**config.mk**
```make
export PLATFORM = sky130hd
export DESIGN_NAME = pipe_hazard_ctrl
export DESIGN_NICKNAME = d
export VERILOG_FILES = /design/src/rtl/pipe_hazard_ctrl.sv
export SDC_FILE = /design/constraint.sdc
export NUM_CORES = 1
export LEC_CHECK = 0
export BUFFER_PORTS_ARGS = -buffer_cell sky130_fd_sc_hd__buf_2
export CORE_MARGIN = 4
export CORE_UTILIZATION = 40
export DETAILED_ROUTE_END_ITERATION = 7
export HOLD_SLACK_MARGIN = 0.02
export PLACE_DENSITY = 0.67
export REMOVE_ABC_BUFFERS = 1
export SLEW_MARGIN = 20
export SYNTH_ARGS = -nofsm -noshare
export SYNTH_HDL_FRONTEND = slang
export SYNTH_SLANG_ARGS = --single-unit
```
**constraint.sdc**
```tcl
create_clock -name clk -period 2.34 [get_ports clk]
set_input_delay 0 -clock clk [delete_from_list [all_inputs] [get_ports clk]]
set_output_delay 0 -clock clk [all_outputs]
set_load 0.05 [all_outputs]
```
**src/rtl/pipe_hazard_ctrl.sv**
```systemverilog
// Pipeline sequencing controller: stage enables, load-use stall, DM wait states, start/drain FSM.
// Outputs are combinational from state and inputs; a DM access at MEM freezes the pipe for MEM_WAIT cycles.
module pipe_hazard_ctrl #(
    parameter int MEM_WAIT  = 2,
    parameter int DRAIN_CYC = 3
) (
    input  logic        clk,
    input  logic        rst_n,
    input  logic        i_start,
    input  logic        i_halt,
    input  logic [4:0]  i_id_rs,
    input  logic [4:0]  i_id_rt,
    input  logic        i_id_use_rt,
    input  logic [4:0]  i_ex_rd,
    input  logic        i_ex_lw,
    input  logic        i_mem_dmwr,
    input  logic        i_mem_mtr,
    output logic        o_pc_en,
    output logic        o_ifid_en,
    output logic        o_idex_en,
    output logic        o_idex_flush,
    output logic        o_exmem_en,
    output logic        o_memwb_bubble,
    output logic        o_dm_wr,
    output logic        o_busy,
    output logic [1:0]  o_state,
    output logic [15:0] o_stall_cycles
);

    typedef enum logic [1:0] {
        ST_IDLE  = 2'd0,
        ST_RUN   = 2'd1,
        ST_WAIT  = 2'd2,
        ST_DRAIN = 2'd3
    } state_t;

    localparam logic [3:0] LP_WAIT_M1  = (MEM_WAIT == 0) ? 4'd0 : 4'(MEM_WAIT - 1);
    localparam logic [3:0] LP_DRAIN_M1 = 4'(DRAIN_CYC - 1);
    localparam bit         LP_HAS_WAIT = (MEM_WAIT != 0);

    state_t      r_state;
    state_t      r_ret;
    logic [3:0]  r_wcnt;
    logic [3:0]  r_dcnt;
    logic        r_ack;
    logic [15:0] r_stall_cycles;

    logic w_access;
    logic w_memstall;
    logic w_luhaz;
    logic w_stall_inc;
    logic w_pc_en;
    logic w_ifid_en;
    logic w_idex_en;
    logic w_idex_flush;
    logic w_exmem_en;
    logic w_memwb_bubble;

    assign w_access   = i_mem_dmwr | i_mem_mtr;
    // ack marks an access whose wait states are already served, so it completes instead of stalling again
    assign w_memstall = (LP_HAS_WAIT && w_access && !r_ack &&
                         (r_state == ST_RUN || r_state == ST_DRAIN)) ||
                        (r_state == ST_WAIT);
    assign w_luhaz    = i_ex_lw && (i_ex_rd != 5'd0) &&
                        ((i_ex_rd == i_id_rs) || (i_id_use_rt && (i_ex_rd == i_id_rt)));
    assign w_stall_inc = w_memstall || ((r_state == ST_RUN) && w_luhaz);

    always_comb begin
        w_pc_en        = 1'b0;
        w_ifid_en      = 1'b0;
        w_idex_en      = 1'b0;
        w_idex_flush   = 1'b0;
        w_exmem_en     = 1'b0;
        w_memwb_bubble = 1'b0;
        if (w_memstall) begin
            w_memwb_bubble = 1'b1;
        end else begin
            case (r_state)
                ST_RUN: begin
                    if (w_luhaz) begin
                        w_idex_flush = 1'b1;
                        w_exmem_en   = 1'b1;
                    end else begin
                        w_pc_en    = 1'b1;
                        w_ifid_en  = 1'b1;
                        w_idex_en  = 1'b1;
                        w_exmem_en = 1'b1;
                    end
                end
                ST_DRAIN: begin
                    w_idex_flush = 1'b1;
                    w_exmem_en   = 1'b1;
                end
                default: ;
            endcase
        end
    end

    assign o_pc_en        = w_pc_en;
    assign o_ifid_en      = w_ifid_en;
    assign o_idex_en      = w_idex_en;
    assign o_idex_flush   = w_idex_flush;
    assign o_exmem_en     = w_exmem_en;
    assign o_memwb_bubble = w_memwb_bubble;
    assign o_dm_wr        = w_exmem_en & i_mem_dmwr;
    assign o_busy         = (r_state != ST_IDLE);
    assign o_state        = r_state;
    assign o_stall_cycles = r_stall_cycles;

    always_ff @(posedge clk or negedge rst_n) begin
        if (!rst_n) begin
            r_state        <= ST_IDLE;
            r_ret          <= ST_RUN;
            r_wcnt         <= 4'd0;
            r_dcnt         <= 4'd0;
            r_ack          <= 1'b0;
            r_stall_cycles <= 16'd0;
        end else begin
            if (w_exmem_en) begin
                r_ack <= 1'b0;
            end
            if (w_stall_inc && (r_stall_cycles != 16'hFFFF)) begin
                r_stall_cycles <= r_stall_cycles + 16'd1;
            end
            case (r_state)
                ST_IDLE: begin
                    if (i_start) begin
                        r_state        <= ST_RUN;
                        r_stall_cycles <= 16'd0;
                    end
                end
                ST_WAIT: begin
                    if (r_wcnt == 4'd1) begin
                        r_ack   <= 1'b1;
                        r_state <= r_ret;
                    end else begin
                        r_wcnt <= r_wcnt - 4'd1;
                    end
                end
                default: begin
                    // the drain count lives in its own register so wait states freeze it
                    if (w_memstall) begin
                        r_wcnt <= LP_WAIT_M1;
                        if (MEM_WAIT == 1) begin
                            r_ack <= 1'b1;
                        end else begin
                            r_ret   <= r_state;
                            r_state <= ST_WAIT;
                        end
                    end else if (r_state == ST_RUN) begin
                        if (i_halt) begin
                            r_state <= ST_DRAIN;
                            r_dcnt  <= LP_DRAIN_M1;
                        end
                    end else begin
                        if (r_dcnt == 4'd0) begin
                            r_state <= ST_IDLE;
                        end else begin
                            r_dcnt <= r_dcnt - 4'd1;
                        end
                    end
                end
            endcase
        end
    end

endmodule

```
**Word level (Yosys, flattened, before mapping)**

Index checks and enable logic that the tools add are counted.

- Flip-flop bits (word level): 29
- Bits in latches: 0
- RAM bits: 0
- Bits in read-only memories: 0
- Input bits: 23
- Output and inout bits: 26
- Memories kept: 0

- Add/subtract/negate cells: 3
- Multiply operators: 0
- Div/mod/pow operators: 0
- $lt $le $gt $ge: 0
- Equal/unequal tests: 13
- Shifts and indexed selects: 0
- Multiplexer cells: 28
- Bitwise logic cells: 5
- Reduce and logical (&&, ||, !) cells: 24

Operator list:

| cell | number |
|---|---|
| two-way mux 16 bit | 3 |
| two-way mux 4 bit | 5 |
| adder 16 x 1 -> 16 bit (second input constant) | 1 |
| inequality test 16 bit (second input constant) | 1 |
| two-way mux 2 bit | 6 |
| two-way mux 1 bit | 11 |
| equality test 5 bit | 2 |
| nonzero test 5 bit | 2 |
| inequality test 2 bit (second input constant) | 4 |
| one-hot mux 4 bit (2 select lines) | 1 |
| AND reduction 4 bit | 2 |
| subtractor 4 x 1 -> 4 bit (second input constant) | 2 |
| logical AND 1 bit | 7 |
| inequality test 5 x 4 -> 1 bit (second input constant) | 1 |
| equality test 2 bit (second input constant) | 2 |
| equality test 4 x 1 -> 1 bit (second input constant) | 1 |
| zero test 4 bit | 1 |
| logical OR 1 bit | 4 |
| one-hot mux 2 bit (2 select lines) | 1 |
| nonzero test 2 bit | 2 |
| OR reduction 2 bit | 2 |
| inverter 1 bit | 3 |
| AND reduction 3 bit | 1 |
| equality test 2 x 1 -> 1 bit (second input constant) | 1 |
| other kinds (7) | 7 |

**Longest topological paths before layout**

Gate-level depths: netlist (run 1).

- Depth in word-level cells: 10
- Depth in mapped cells: 8

**Worst setup path after synthesis (run 1)**

OpenSTA, ideal clock, no wires.

- Path type: register -> output
- Start: reg r_state[0], in the netlist o_state[0]
- End: out o_ifid_en
- Data arrival time: 2634 ps
- Data required time: 2340 ps
- Slack: -294 ps
- Cell stages (with the launch flop): 5
- Path buffers: 2
- Cells stage by stage: dfrtp_1 -> clkbuf_1 -> nand2_1 -> nor3_1 -> buf_4

- Cells in the longest elaborated chain, start to end: 5

Ends and longest elaborated chain:

| item | line | text |
|---|---|---|
| from (decl) | 41 | `state_t r_state;` |
| from (signal assigned) | 135 | `r_state <= r_ret;` |
| equality test 2 x 1 -> 1 bit / equality test 2 bit (equally long branches) | n/a |  |
| logical OR 1 bit | 62 | `(r_state == ST_RUN \|\| r_state == ST_DRAIN)) \|\|` |
| logical AND 1 bit | 61 | `assign w_memstall = (LP_HAS_WAIT && w_access && !r_ack &&` |
| logical OR 1 bit | 62 |  |
| two-way mux 1 bit (*) | n/a |  |
| to (decl) | 19 | `output logic o_ifid_en,` |

Every way passes the cells marked *; elsewhere a longest branch is shown, timed or not.

**Worst setup path in the final report (run 1)**

- Start: reg r_stall_cycles[0], in the netlist o_stall_cycles[0]
- End: reg r_stall_cycles[7], in the netlist o_stall_cycles[7]

- Cells in the longest elaborated chain, start to end: 5

Ends and longest elaborated chain:

| item | line | text |
|---|---|---|
| from (decl) | 46 | `logic [15:0] r_stall_cycles;` |
| from (signal assigned) | 123 | `r_stall_cycles <= r_stall_cycles + 16'd1;` |
| branches (longest 2 deep; another with adder 16 x 1 -> 16 bit) | n/a |  |
| two-way mux 16 bit (*) | 122 | `if (w_stall_inc && (r_stall_cycles != 16'hFFFF)) begin` |
| two-way mux 16 bit | 127 | `if (i_start) begin` |
| two-way mux 16 bit (*) | 125 | `case (r_state)` |

Mark *: on every way between the ends.
A chain may end at the register's enable or synchronous reset.

==> flow_summary.json, run 1 <==
{
  "worst-setup-path-type": "reg2reg",
  "diodes": 0,
  "yosysUniqueCellTypes": 46,
  "hold_path_depth": 4,
  "fin_skew_ns": 0.00688,
  "met1_usage": 0.213,
  "remaining_drc_errors": 0,
  "seq_area_frac_synth": 0.401,
  "grt_usage": 0.162,
  "post_cts_buffers": 0,
  "hold_class": "in2reg",
  "syn_avg_cell_area_um2": 8.76,
  "utilization": 0.505,
  "pre_cts_slack_ns": 0.255,
  "postLayoutCellArea_um2": 2210,
  "io_pins": 49,
  "power_leakage_uw": 0.00106,
  "drt_iter0_drc": 111,
  "fmax_mhz": 499,
  "clkTransAtPathRegs_ns": 0.06,
  "end_kind": "flip-flop",
  "worstMarginPinSlew_ns": 0.661,
  "outcome": "complete, no violations",
  "crit_chain": "ha_1 > nand3_1 > nand2b_1 > nor3_1 > buf_4 > or4_1 > a21oi_1",
  "placeableCoreArea_um2": 4380,
  "fp.dieH_um": 75.3,
  "dp_hpwl_mm": 3.26,
  "maxSlewHeadroom": 0.559,
  "hold_start": "i_halt",
  "syn2layout_area_growth_pct": 22.1,
  "cts_num_sinks": 29,
  "final_nets": 289,
  "port_buffers": 48,
  "routed_wl_mm": 4.31,
  "power_density_nw_per_um2": 1170,
  "yosysTopAreaCell": "dfrtp_1",
  "crit_path_top_delay_cell": "or4_1",
  "cts_tree": "built",
  "start_kind": "flip-flop",
  "rsz0062_at_grt": "no",
  "required_ns": 2.54,
  "final.setup.tns_ns": 0,
  "start_util": 0.414,
  "dieArea_um2": 5680,
  "setup_ws_ns": 0.337,
  "synth_commonest_cells": "dfrtp_1, nor2_1, nand2_1, a21oi_1",
  "grt_pass1_vias": 1626,
  "layout-drive-gt1-share": 0.263,
  "drv_cap": 0,
  "min_period_over_period": 0.856,
  "synth_edf_count": 0,
  "cts_buffer_depth": 2,
  "finalWeightedCongestion": 0.811,
  "vias": 1697,
  "r2r_cells": 7,
  "avgRoutedWirePerCell_um": 13.7,
  "r2r-start": "o_stall_cycles[0]",
  "ant_nets": 0,
  "synth_seq_cells": 29,
  "startpoint": "o_stall_cycles[0]",
  "fin_crit_ns": 2.00,
  "viasPerCell": 5.40,
  "dr.pass1.iters": 4,
  "slew_violations": 0,
  "n_fill_cell": 435,
  "synth_area_leaders": "dfrtp_1, xor2_1, a21oi_1",
  "cts.repair.resized": 0,
  "setup_violations": 0,
  "hold_viol": 0,
  "async_flop_share": 1.00,
  "grt_pass1_wl_mm": 7.10,
  "cts_made_buffers": 5,
  "yosys_warnings": 0,
  "use_met3": 0.0369,
  "yosysMostFrequentCell": "dfrtp_1",
  "rows": 24,
  "antenna_found_initial": 0,
  "cts_root_buffer": "clkbuf_8",
  "ir_drop_uv": 505,
  "gr-total-overflow": 0,
  "die_w_um": 75.3,
  "grt_max_degree": 30,
  "synth_cells": 207,
  "yosysTopAreaCellShare": 0.386,
  "htreeDepth": 2,
  "syn_area_um2": 1810,
  "critPathArrivalTime_ns": 2.21,
  "clk_latency_ns": 0.28,
  "cp_max_fo": 13,
  "grt_use_met2": 0.267,
  "slowest_delay_ns": 0.46,
  "placed_area_um2": 2120,
  "synth-main-ff-cell": "dfrtp_1",
  "grt_busiest_layer": "met2",
  "ctsHoldBuffers": 1
}
==> power by group <==
group          switching, uW  internal (uW)  leakage, uW
sequential               150            656     0.000372
combinational            953            445     0.000639
clock                    189            206    0.0000450
total                   1290           1310      0.00106
==> layout make-up <==
| type | instances | area [um^2] | share of cell area |
|---|---|---|---|
| repair buffers | 56 | 303 | 0.137 |
| clock buffers | 6 | 72.6 | 0.0328 |
| inverters | 8 | 30.0 | 0.0136 |
| clock inverters | 2 | 10.0 | 0.00452 |
| flip-flops and latches | 29 | 727 | 0.328 |
| well taps | 52 | 65.1 | 0.0294 |
| multi-input cells | 161 | 1010 | 0.455 |
==> critical path, delay by kind of cell (launching register included) <==
family	cells	cell delay, ns
AO/OA/AOI/OAI	1	0.15
adder cells (fa/ha/maj)	1	0.24
buffers and inverters	1	0.17
flip-flops	1	0.44
AND/OR/NAND/NOR	4	0.92
==> layout by cell type, fill, tap and decap left out, types with 7 or more instances in the layout <==
| cell type | n |
|---|---|
| xor2_1 | 11 |
| inv_1 | 8 |
| buf_4 | 7 |
| nand3_1 | 8 |
| dfrtp_1 | 28 |
| a21oi_1 | 18 |
| nor2_1 | 21 |
| nand2_1 | 20 |
| o21ai_0 | 11 |
| nor3_1 | 8 |
| buf_2 | 48 |
==> flip-flops by register name, indices dropped and copies added, names as in the netlist <==
register and cells:
r_ret 2, o_state 2, r_wcnt 4, r_dcnt 4
o_stall_cycles 16, r_ack 1
==> logic make-up after synthesis <==
group	share of synthesized area
AOI/OAI and AO/OA	0.169
xor gates and xnor gates	0.0628
adders and majority gates	0.0345
buffers and inverters	0.0441
DFF	0.401
muxes	0.0517
and+or+nand+nor	0.237
==> routing by layer <==
metal	vias to the layer above	part of all wire	wire, um
li1	852	-	-
met1	797	0.44	1880
met2	44	0.49	2110
met3	4	0.064	274
met4	0	0.012	51
met5	-	0	0
==> per-stage QoR <==
| stage | std cells | hold slack [ns] | power (uW) |
|---|---|---|---|
| floorplan | 198 | -0.296 | 1840 |
| global placement | 305 | 0.0781 | 2190 |
| detailed placement | 305 | 0.0737 | 2220 |
| CTS | 314 | 0.126 | 2620 |
| global route | 314 | 0.164 | 2810 |
| finish | 314 | 0.134 | 2600 |
==> final timing paths <==
kind                            slack, ns                  to
worst max-delay path                 0.34   o_stall_cycles[7]
worst min-delay path                 0.13          o_state[1]
worst max register to register       0.34   o_stall_cycles[7]
worst min register to register       0.50           r_dcnt[3]
max in group asynchronous            1.62  o_stall_cycles[13]
min in group asynchronous            0.28           r_wcnt[0]
Note: power is estimated with default switching activity, not from simulation.
==> inputs of run 2 (changes only) <==
Settings changed: REMOVE_ABC_BUFFERS 1 to default.
==> run 2 against run 1 <==
Against the previous run: sequential cell count stayed put; setup slack improved by 0.029 ns; final area grew 2.9%; global-route usage fell by 0.48 points; clock power is 39% higher; power up 7.4%; core utilization is 1.5 points higher; sequential share of layout area is 0.94 points lower; wire length increased by 2.4%; die area is the same; critical path type unchanged.
==> flow_summary.json, run 2 (synthesized netlist as in run 1, its figures left out) <==
{
  "p_seq_frac": 0.291,
  "r2r-start": "o_stall_cycles[0]",
  "drv_cap": 0,
  "fin_crit_ns": 1.97,
  "mostFrequentLayoutCell": "buf_2",
  "start_util": 0.414,
  "startpoint": "o_stall_cycles[0]",
  "power.internal_uw": 1470,
  "final_cell_mix": "buf_2, dfrtp_1, nor2_1",
  "grt_usage": 0.157,
  "crit_path_top_delay_cell": "or4_1",
  "final.setup.tns_ns": 0,
  "clk_latency_ns": 0.28,
  "fmax_mhz": 507,
  "syn_nets": 235,
  "fin_skew_ns": 0.00766,
  "gr-total-overflow": 0,
  "clkTransAtPathRegs_ns": 0.07,
  "final_nets": 292,
  "outcome": "complete, no violations",
  "cts_root_buffer": "clkbuf_8",
  "rsz0062_at_grt": "no",
  "antenna_found_initial": 0,
  "placeableCoreArea_um2": 4380,
  "port_buffers": 48,
  "regArea_um2": 727,
  "viasPerCell": 5.44,
  "fp.dieH_um": 75.3,
  "maxSlewHeadroom": 0.555,
  "cts_made_buffers": 5,
  "min_period_over_period": 0.844,
  "grt_pass1_vias": 1512,
  "hold_start": "i_halt",
  "dp_hpwl_mm": 3.32,
  "ir_drop_uv": 575,
  "utilization": 0.520,
  "dr.pass1.iters": 5,
  "crit_chain": "ha_1 > nand3_1 > nand2b_1 > nor3_1 > buf_4 > or4_1 > a21oi_1",
  "hold_class": "in2reg",
  "hold_viol": 0,
  "post_cts_buffers": 0,
  "critPathArrivalTime_ns": 2.18,
  "rows": 24,
  "die_w_um": 75.3,
  "cts_num_sinks": 29,
  "slowest_delay_ns": 0.47,
  "ant_nets": 0,
  "worstMarginPinSlew_ns": 0.667,
  "hold_path_depth": 4,
  "finalWeightedCongestion": 0.797,
  "routed_wl_mm": 4.42,
  "htreeDepth": 2,
  "rr_endpoint": "o_stall_cycles[10]",
  "power_density_nw_per_um2": 1220,
  "avgRoutedWirePerCell_um": 13.9,
  "drt_iter0_drc": 136,
  "required_ns": 2.55,
  "diodes": 0,
  "cts_tree": "built",
  "slew_violations": 0,
  "syn2layout_area_growth_pct": 25.7,
  "p_clk_frac": 0.197,
  "layout-drive-gt1-share": 0.279,
  "holdPathEnd": "o_state[1]",
  "end_kind": "flip-flop",
  "p_switching_uw": 1320,
  "cts_buffer_depth": 2,
  "start_kind": "flip-flop",
  "r2r_cells": 7,
  "multiInputGateArea_um2": 1010,
  "dieArea_um2": 5680,
  "p_sw_frac": 0.474,
  "power_leakage_uw": 0.00109,
  "largest_reg_flops": 16,
  "grt_pass1_wl_mm": 6.91,
  "reg2reg_setup_slack_ns": 0.37,
  "n_fill_cell": 432,
  "io_pins": 49,
  "comb_power_share": 0.512,
  "worst-setup-path-type": "reg2reg",
  "grt_max_degree": 30,
  "remaining_drc_errors": 0,
  "cp_max_fo": 8,
  "power_uw": 2790,
  "vias": 1724,
  "setup_violations": 0
}
run 2: timing repair:
item                      CTS  global route
hold endpoints to repair   28             0
resized for setup           0             0
hold buffers                1             0
run 2: metal layers:
| metal | part of all wire | vias to the layer above | track usage |
|---|---|---|---|
| li1 | - | 861 | - |
| met1 | 0.47 | 809 | 0.212 |
| met2 | 0.45 | 49 | 0.249 |
| met3 | 0.065 | 5 | 0.0422 |
| met4 | 0.010 | 0 | 0.0466 |
| met5 | 0 | - | 0 |
run 2: metrics by stage:
step                      worst slack, ns  area, um^2  instances  hold slack, ns
after floorplan                     0.109        1820        207          -0.296
after global placement              0.326        2150        308          0.0769
after detailed placement            0.277        2150        308          0.0842
after CTS                           0.358        2280        317           0.119
after global routing                0.154        2280        317           0.180
final                               0.366        2280        317           0.129
run 2: worst max-delay path by stage:
stage                          to  slack [ns]  cells after the start
6_report       o_stall_cycles[10]        0.37                      7
5_1_grt        o_stall_cycles[12]        0.15                      7
4_1_cts        o_stall_cycles[10]        0.36                      7
3_5_place_dp    o_stall_cycles[7]        0.28                      7
3_3_place_gp   o_stall_cycles[10]        0.33                      7
2_1_floorplan           r_dcnt[3]        0.11                      7
run 2: area by class of cell:
type,count,share of cell area
Sequential cell,29,0.319
Clock inverter,2,0.0165
Inverter,8,0.0132
Multi-Input combinational cell,161,0.444
Clock buffer,6,0.0362
Timing Repair Buffer,59,0.143
Tap cell,52,0.0285
run 2: worst max-delay path: cells and delay by family, from the launching register on:
kind | cells | cell delay (ns)
adders and majority gates | 1 | 0.23
buffers and inverters | 1 | 0.16
DFF | 1 | 0.43
AOI/OAI and AO/OA | 1 | 0.15
and+or+nand+nor | 4 | 0.92
run 2: power groups by stage:
stage                     Combinational, uW  Clock [uW]  Sequential [uW]
after floorplan                         859           0             1040
after global placement                 1400           0              817
after detailed placement               1420           0              819
after CTS                              1430         559              810
after global routing                   1560         586              843
final                                  1430         551              812
==> inputs of run 3 (changes only) <==
Settings changed: PLACE_DENSITY 0.67 to 0.69.
Clock period 2.34 ns to 1.7 ns, I/O delays scaled along.
==> run 3 against run 2 <==
Against the previous run: the run now ends with negative setup slack left; final area grew 28%; critical path depth unchanged; global-route usage rose by 2.8 points.
==> flow_summary.json, run 3 (synthesized netlist as in run 1, its figures left out) <==
{
  "outcome": "complete, but fails checks",
  "violations": "negative setup slack",
  "final_cell_mix": "buf_4, buf_2, nand2_1",
  "r2r_cells": 7,
  "ir_drop_uv": 1040,
  "regArea_um2": 743,
  "pre_cts_slack_ns": -0.270,
  "diodes": 0,
  "critPathArrivalTime_ns": 1.97,
  "final_nets": 343,
  "cts_buffer_depth": 2,
  "clkTransAtPathRegs_ns": 0.07,
  "routed_wl_mm": 5.35,
  "worstMarginPinSlew_ns": 0.663,
  "cts_num_sinks": 29,
  "fin_crit_ns": 1.77,
  "n_fill_cell": 334,
  "finalWeightedCongestion": 0.770,
  "p_sw_frac": 0.463,
  "port_buffers": 48,
  "grt_pass1_wl_mm": 8.07,
  "drv_cap": 0,
  "start_kind": "flip-flop",
  "final.setup.tns_ns": -0.110,
  "min_period_over_period": 1.04,
  "vias": 1969,
  "hold_viol": 0,
  "ant_nets": 0,
  "htreeDepth": 2,
  "gr-total-overflow": 0,
  "rsz0062_at_grt": "yes",
  "hold_path_depth": 4,
  "fmax_mhz": 566,
  "grt_pass1_vias": 1855,
  "end_kind": "flip-flop",
  "dieArea_um2": 5680,
  "mostFrequentLayoutCell": "buf_4",
  "cts_made_buffers": 5,
  "cp_max_fo": 4,
  "avgRoutedWirePerCell_um": 14.5,
  "p_clk_frac": 0.119,
  "grt_usage": 0.186,
  "syn2layout_area_growth_pct": 60.8,
  "setup_ws_ns": -0.0669,
  "layout-drive-gt1-share": 0.551,
  "dr.pass1.iters": 4,
  "comb_power_share": 0.645,
  "fp.dieH_um": 75.3,
  "cts_root_buffer": "clkbuf_8",
  "syn_nets": 235,
  "die_w_um": 75.3,
  "cts_tree": "built",
  "placeableCoreArea_um2": 4380,
  "remaining_drc_errors": 0,
  "worst-setup-path-type": "reg2reg",
  "power_density_nw_per_um2": 1600,
  "p_switching_uw": 2160,
  "io_pins": 49,
  "required_ns": 1.90,
  "antenna_found_initial": 0,
  "maxSlewHeadroom": 0.558,
  "multiInputGateArea_um2": 1230,
  "largest_reg_flops": 16,
  "drt_iter0_drc": 151,
  "power_uw": 4660,
  "slew_violations": 0,
  "power_leakage_uw": 0.00137,
  "setup_violations": 4,
  "grt_max_degree": 30,
  "p_seq_frac": 0.236,
  "hold_class": "in2reg",
  "viasPerCell": 5.35,
  "clk_latency_ns": 0.29,
  "rows": 24,
  "start_util": 0.414,
  "power.internal_uw": 2500,
  "fin_skew_ns": 0.00938,
  "dp_hpwl_mm": 3.76
}
==> run 3: changes by cell type in the layout (fill, tap and decap cells not counted), sizes merged <==
cell / change
inv: -1
bufinv: -1
buf: +51
clkinv: +2
==> run 3: area by class of cell <==
| cell class | instances | share of cell area |
|---|---|---|
| clock buffers | 6 | 0.0249 |
| well taps | 52 | 0.0223 |
| multi-input cells | 161 | 0.422 |
| inverters | 8 | 0.0116 |
| repair buffers | 110 | 0.261 |
| clock inverters | 2 | 0.00343 |
| flip-flops and latches | 29 | 0.255 |
==> run 3: timing repair <==
item	4_1_cts	5_1_grt
gates resized for setup	11	36
pin swaps	2	15
hold buffers	1	0
setup endpoints to repair	10	19
endpoints found under the hold margin	28	0
setup buffers	3	7
==> run 3: power groups by stage <==
| stage | logic, uW | clock network, uW | registers (uW) |
|---|---|---|---|
| after floorplan | 1290 | 0 | 1490 |
| after global placement | 2520 | 0 | 1090 |
| after detailed placement | 2580 | 0 | 1100 |
| after CTS | 2710 | 559 | 1090 |
| after global routing | 3220 | 597 | 1120 |
| final | 3000 | 554 | 1100 |
==> run 3: layer usage <==
| metal | vias up | global-route usage | routed length (um) |
|---|---|---|---|
| met3 | 15 | 0.0369 | 290 |
| li1 | 963 | - | - |
| met4 | 0 | 0.0893 | 147 |
| met1 | 941 | 0.235 | 2360 |
| met5 | - | 0 | 0 |
| met2 | 50 | 0.304 | 2550 |
==> run 3: through the flow <==
step | instance area (um^2) | utilization | instances | hold slack [ns]
after detailed placement | 2570 | 0.587 | 349 | 0.0719
after global routing | 2920 | 0.665 | 368 | 0.131
after CTS | 2730 | 0.622 | 361 | 0.108
after floorplan | 1940 | - | 207 | -0.296
final | 2920 | 0.665 | 368 | 0.109
after global placement | 2570 | 0.587 | 349 | 0.0662
==> run 3: path summary, 6_finish.rpt <==
check	startpoint	end	slack [ns]
setup / recovery	o_stall_cycles[1]	o_stall_cycles[7]	-0.07
hold / removal	i_halt	r_dcnt[2]	0.11
setup reg to reg	o_stall_cycles[1]	o_stall_cycles[7]	-0.07
hold reg to reg	o_stall_cycles[15]	o_stall_cycles[15]	0.50
max in group asynchronous	rst_n	o_stall_cycles[4]	0.93
min in group asynchronous	rst_n	r_ack	0.28
==> run 3: critical path, stage by stage, from the launching register on <==
cell and delay, ns:
dfrtp_2 0.43, ha_4 0.18, nand3_4 0.07, nand2b_4 0.13
nor3_2 0.05, buf_4 0.15, or4_4 0.51, a21oi_2 0.16
